## src/rtl/beamformer_index_loader.sv

```systemverilog
// Loads the strictly ascending delay-index table into the beamformer index RAM.
// Once the table is complete and the RAM read path has settled, it raises startbeamformer.
module beamformer_index_loader #(
    parameter int ADDR_W      = 10,
    parameter int DATA_W      = 16,
    parameter int MAX_ENTRIES = 1024,
    parameter int SETTLE      = 3
) (
    input  logic              clk,
    input  logic              rst_n,
    input  logic              cfg_valid,
    output logic              cfg_ready,
    input  logic [DATA_W-1:0] cfg_index,
    input  logic              cfg_last,
    input  logic              restart,
    output logic [ADDR_W-1:0] ram_address,
    output logic [DATA_W-1:0] ram_data,
    output logic              ram_wren,
    output logic              startbeamformer,
    output logic              order_error,
    output logic [ADDR_W:0]   entry_count
);

    typedef enum logic [1:0] {
        ST_LOAD  = 2'd0,
        ST_ARM   = 2'd1,
        ST_RUN   = 2'd2,
        ST_ERROR = 2'd3
    } state_t;

    localparam int SET_W = (SETTLE > 1) ? $clog2(SETTLE) : 1;
    localparam logic [SET_W-1:0]  SETTLE_LAST = SET_W'(SETTLE - 1);
    localparam logic [SET_W-1:0]  SETTLE_INC  = SET_W'(1);
    localparam logic [ADDR_W:0]   MAX_CNT     = (ADDR_W + 1)'(MAX_ENTRIES);
    localparam logic [ADDR_W:0]   CNT_INC     = (ADDR_W + 1)'(1);
    localparam logic [ADDR_W-1:0] PTR_INC     = ADDR_W'(1);

    // The beamformer walks the table in order, so equal indices are rejected too.
    function automatic logic idx_ascends(input logic              first,
                                         input logic [DATA_W-1:0] idx,
                                         input logic [DATA_W-1:0] prev);
        idx_ascends = first || (idx > prev);
    endfunction

    state_t              r_state;
    logic                r_cfg_ready;
    logic [ADDR_W-1:0]   r_wr_ptr;
    logic [DATA_W-1:0]   r_last_idx;
    logic                r_first;
    logic [SET_W-1:0]    r_settle;
    logic [ADDR_W-1:0]   r_ram_address;
    logic [DATA_W-1:0]   r_ram_data;
    logic                r_ram_wren;
    logic                r_start;
    logic                r_order_error;
    logic [ADDR_W:0]     r_entry_count;

    state_t              w_next_state;
    logic                w_write;
    logic                w_bad;
    logic                w_full;
    logic [ADDR_W:0]     w_count_inc;

    // Next-state decode and classification of the current handshake.
    always_comb begin
        w_next_state = r_state;
        w_write      = 1'b0;
        w_bad        = 1'b0;
        w_count_inc  = r_entry_count + CNT_INC;
        w_full       = (w_count_inc == MAX_CNT);
        if (restart) begin
            w_next_state = ST_LOAD;
        end else begin
            case (r_state)
                ST_LOAD: begin
                    if (cfg_valid && r_cfg_ready) begin
                        if (idx_ascends(r_first, cfg_index, r_last_idx)) begin
                            w_write = 1'b1;
                            if (cfg_last || w_full) begin
                                w_next_state = ST_ARM;
                            end else begin
                                w_next_state = ST_LOAD;
                            end
                        end else begin
                            w_bad        = 1'b1;
                            w_next_state = ST_ERROR;
                        end
                    end else begin
                        w_next_state = ST_LOAD;
                    end
                end
                ST_ARM: begin
                    if (r_settle == SETTLE_LAST) begin
                        w_next_state = ST_RUN;
                    end else begin
                        w_next_state = ST_ARM;
                    end
                end
                ST_RUN:   w_next_state = ST_RUN;
                ST_ERROR: w_next_state = ST_ERROR;
                default:  w_next_state = ST_LOAD;
            endcase
        end
    end

    // State register plus the registered handshake/status outputs derived from it.
    always_ff @(posedge clk) begin
        if (!rst_n) begin
            r_state       <= ST_LOAD;
            r_cfg_ready   <= 1'b1;
            r_start       <= 1'b0;
            r_order_error <= 1'b0;
            r_ram_wren    <= 1'b0;
        end else begin
            r_state       <= w_next_state;
            r_cfg_ready   <= (w_next_state == ST_LOAD);
            r_start       <= (w_next_state == ST_RUN);
            r_ram_wren    <= w_write;
            if (restart) begin
                r_order_error <= 1'b0;
            end else if (w_bad) begin
                r_order_error <= 1'b1;
            end else begin
                r_order_error <= r_order_error;
            end
        end
    end

    // Table write path: RAM port registers, write pointer and order tracking.
    always_ff @(posedge clk) begin
        if (!rst_n) begin
            r_ram_address <= '0;
            r_ram_data    <= '0;
            r_wr_ptr      <= '0;
            r_entry_count <= '0;
            r_last_idx    <= '0;
            r_first       <= 1'b1;
        end else if (restart) begin
            r_wr_ptr      <= '0;
            r_entry_count <= '0;
            r_first       <= 1'b1;
        end else if (w_write) begin
            r_ram_address <= r_wr_ptr;
            r_ram_data    <= cfg_index;
            r_entry_count <= w_count_inc;
            r_last_idx    <= cfg_index;
            r_first       <= 1'b0;
            // The final slot of a full table leaves the pointer in range instead of wrapping.
            if (!w_full) begin
                r_wr_ptr <= r_wr_ptr + PTR_INC;
            end else begin
                r_wr_ptr <= r_wr_ptr;
            end
        end else begin
            r_wr_ptr <= r_wr_ptr;
        end
    end

    // Settle counter covering RAM read latency before the beamformer is enabled.
    always_ff @(posedge clk) begin
        if (!rst_n) begin
            r_settle <= '0;
        end else if (restart) begin
            r_settle <= '0;
        end else if (r_state == ST_ARM) begin
            r_settle <= r_settle + SETTLE_INC;
        end else begin
            r_settle <= '0;
        end
    end

    assign cfg_ready       = r_cfg_ready;
    assign ram_address     = r_ram_address;
    assign ram_data        = r_ram_data;
    assign ram_wren        = r_ram_wren;
    assign startbeamformer = r_start;
    assign order_error     = r_order_error;
    assign entry_count     = r_entry_count;

endmodule

```

## config.mk

```make
export PLATFORM = sky130hd
export DESIGN_NAME = beamformer_index_loader
export DESIGN_NICKNAME = d
export VERILOG_FILES = /design/src/rtl/beamformer_index_loader.sv
export SDC_FILE = /design/constraint.sdc
export NUM_CORES = 1
export LEC_CHECK = 0
export ABC_AREA = 0
export BUFFER_PORTS_ARGS = -buffer_cell sky130_fd_sc_hd__buf_4
export CAP_MARGIN = 5
export CORE_MARGIN = 2
export CORE_UTILIZATION = 50
export DETAILED_ROUTE_END_ITERATION = 6
export PLACE_DENSITY = 0.77
export SLEW_MARGIN = 15
export SYNTH_ARGS = -nofsm -noshare
export SYNTH_HDL_FRONTEND = slang
export SYNTH_SLANG_ARGS = --single-unit
```

## constraint.sdc

```tcl
create_clock -name clk -period 2.42 [get_ports clk]
set_input_delay 0.484 -clock clk [delete_from_list [all_inputs] [get_ports clk]]
set_output_delay 0.484 -clock clk [all_outputs]
set_load 0.02 [all_outputs]
```

==> flow_summary.ini <==
[cells_and_area]
nFillCells = 431
area.sequential_um2 = 1135
antenna_cells = 0
most_common_cell_after_layout_fill_and_taps_aside = sky130_fd_sc_hd__buf_4
syn2layout_area_growth_pct = 39.69
finalCoreUtilization_pct = 72.30
fin_nets = 467
mostFrequentLayoutCells = sky130_fd_sc_hd__buf_4, sky130_fd_sc_hd__dfxtp_1, sky130_fd_sc_hd__nor2b_1
area_occupied_by_multi_input_gates_um2 = 2028
post_route_cells_drive_above_1_share_pct = 39.34

[detailed_routing]
wire_per_inst_um = 15.96
detail_route.wirelength_um = 8014
detail_route.drc_violations = 0
antenna_violating_nets_post_route = 0
drt-initial-drc-count = 135
drt_pass1_iterations = 4
routed-via-count = 2857
viasPerCell = 5.691

[worst_setup_path]
worstPathMaxFanout = 12
cp_data_required_time_ps = 2640
slowest_delay_ps = 460
timing.critical_path.slowest_stage_cell = sky130_fd_sc_hd__o311ai_4
path_class = register to register
critPathArrivalTime_ps = 2670
crit_path_launch_type = register
worstPathCellList = inv_1, ha_1, and2_1, a311o_2, o311ai_4, clkbuf_16, mux2i_1, nor2b_1
end_kind = register

[timing]
timing.slew.headroom_pct = 56.93
max_clock_freq_mhz = 408.3
period_needed_ps = 2449
worstMarginPinSlew_ps = 641.7
worst_hold_slack_ps = 423.3
unrepaired_setup_endpoints_after_global_routing = true
hold_violations = 0
timing_max_transition_violations_final = 0
final_setup_violation_count = 11
finalClockSkew_ps = 5.666
final_min_period_over_clock_period_pct = 101.2
final_critical_path_setup_slack_ps = -29.23

[clocking]
cts_inserted_buffers = 5
clock_tree.buffer_depth = 2
tritoncts = yes
numClockSinks = 56
ctsHoldBuffers = 0
h-tree-depth = 2
clkTransAtPathRegs_ps = 100
cts_root_buf = sky130_fd_sc_hd__clkbuf_8
worst_skew_pair.late_latency_ps = 320

[global_route]
global_route.overflow_total = 0
track_usage_pct = 22.39
antenna_violations_before_repair = 0
largest_net_degree_at_the_start_of_global_routing = 29
grt_first_pass_wirelength_um = 11780
grt_pass1_vias = 2592

[outcome]
failed_checks = setup timing
outcome = finished, violations left

[synth]
synthArstFlopShare_pct = 0
synth_nets = 373
netlist_instances = 332
yosys.area.top_type_share_pct = 36.59
synth_ff_type = sky130_fd_sc_hd__dfxtp_1
post_synth_edffs = 0
post_synth_num_cell_types = 55
synth.yosys.warnings = 0
synth_seq_cells = 56
synth_area_per_cell_um2 = 9.229
netlist_top_cells_area = sky130_fd_sc_hd__dfxtp_1, sky130_fd_sc_hd__mux2i_1, sky130_fd_sc_hd__ha_1, sky130_fd_sc_hd__nor2b_1, sky130_fd_sc_hd__a21oi_1
synth_sequential_area_ratio_pct = 36.59
synthesis.area_um2 = 3064
synth_top_area_cell = sky130_fd_sc_hd__dfxtp_1

[pwr]
areal_power_density_over_the_cells_nw_per_um2 = 463.9
ir_drop_uv = 319.0
cellLeakagePower_nw = 1.772
report.power.total_mw = 1.986

[floorplan]
ios = 62
placement_rows = 28
area_of_the_die_um2 = 6771
core-area_um2 = 5921
fp.dieH_um = 82.29
chipWidth_um = 82.29
floorplan.initialDensity_pct = 51.75

[hold_path]
hold_class = input pin to register

[job]
cap_viol_max_count = 0

[place]
place.port_buffers = 61
gp_congestion = 0.8496
place.detailed.hpwl_um = 5377
==> cells by family after synthesis <==
| kind of cell | share of synthesized area, % |
|---|---|
| flops | 36.59 |
| xor+xnor | 0.2859 |
| fa+ha+maj | 8.167 |
| compound gates | 17.03 |
| mux | 9.473 |
| buf+inv | 4.900 |
| simple gates | 23.56 |
==> layer usage <==
layer	routed length (µm)	part of all wire, %	vias to the layer above	global-route usage, %
li1	-	-	1408	-
met1	3369	42	1354	28.84
met2	4033	50	83	37.66
met3	474	5.9	12	4.783
met4	136	1.7	0	6.333
met5	0	0	-	0
==> worst paths after layout <==
path,end,start,slack (ps),cells after the start
worst max-delay path,ram_address[0],ram_data[8],-30,8
worst min register to register,r_settle[0],r_settle[0],420,1
worst min-delay path,ram_data[0],cfg_index[0],420,3
worst max register to register,ram_address[0],ram_data[8],-30,8
==> synth_stat cells (2+ instances only) <==
cell	count
sky130_fd_sc_hd__a21o_1	2
sky130_fd_sc_hd__a21oi_1	25
sky130_fd_sc_hd__a311o_1	2
sky130_fd_sc_hd__a31oi_1	2
sky130_fd_sc_hd__and2_1	2
sky130_fd_sc_hd__and4_1	2
sky130_fd_sc_hd__buf_2	3
sky130_fd_sc_hd__buf_4	3
sky130_fd_sc_hd__clkbuf_1	6
sky130_fd_sc_hd__dfxtp_1	56
sky130_fd_sc_hd__ha_1	20
sky130_fd_sc_hd__inv_1	24
sky130_fd_sc_hd__mux2i_1	29
sky130_fd_sc_hd__nand2_1	17
sky130_fd_sc_hd__nand3_1	10
sky130_fd_sc_hd__nand3b_1	3
sky130_fd_sc_hd__nand4_1	8
sky130_fd_sc_hd__nor2_1	11
sky130_fd_sc_hd__nor2b_1	30
sky130_fd_sc_hd__nor3_1	3
sky130_fd_sc_hd__o211ai_1	3
sky130_fd_sc_hd__o21a_1	2
sky130_fd_sc_hd__o21ai_0	12
sky130_fd_sc_hd__o31ai_1	7
sky130_fd_sc_hd__o41ai_1	3
sky130_fd_sc_hd__or2_2	2
sky130_fd_sc_hd__or3_1	9
sky130_fd_sc_hd__or4_1	7
sky130_fd_sc_hd__or4b_1	3
==> area by class of cell <==
cell class | count | share of cell area [%]
Tap cell | 75 | 2.192
Inverter | 24 | 2.105
Timing Repair Buffer | 99 | 19.12
Clock buffer | 5 | 1.608
Sequential cell | 56 | 26.51
Clock inverter | 3 | 1.082
Multi-Input combinational cell | 240 | 47.38
==> critical path, delay by kind of cell (launching register included) <==
kind                     cells  cell delay (ps)
flip-flops                   1              370
AO/OA/AOI/OAI                2              900
AND/OR/NAND/NOR              2              250
buffers and inverters        2              330
multiplexers                 1              190
adder cells (fa/ha/maj)      1              300
==> power breakdown <==
part / switching, mW / leakage, nW / internal (mW)
registers: 0.0170 / 0.458 / 0.943
logic: 0.198 / 1.26 / 0.185
clock network: 0.330 / 0.0548 / 0.312
==> sequential cells by signal, indices dropped and copies added, names as in the netlist <==
name	count
ram_address	10
r_first	1
entry_count	11
cfg_ready	1
r_wr_ptr	10
order_error	1
ram_wren	1
r_settle	2
ram_data	16
r_state	2
startbeamformer	1
==> per-stage QoR <==
step	area, µm²	worst slack, ps	std cells	setup TNS (ps)
after floorplan	3065	17.24	332	0
after global placement	3822	-130.4	488	-4080
after detailed placement	3822	-211.7	488	-6351
after CTS	3938	2.069	496	0
after global routing	4280	-147.8	502	-2136
final	4280	-29.23	502	-187.6
==> timing repair <==
| action | 4_1_cts | 5_1_grt |
|---|---|---|
| setup buffers | 0 | 5 |
| pin swaps | 1 | 17 |
| endpoints found under the setup margin | 1 | 50 |
| cloned | 0 | 2 |
| gates resized for setup | 0 | 57 |
No activity file was read; power rests on OpenSTA's default activity.
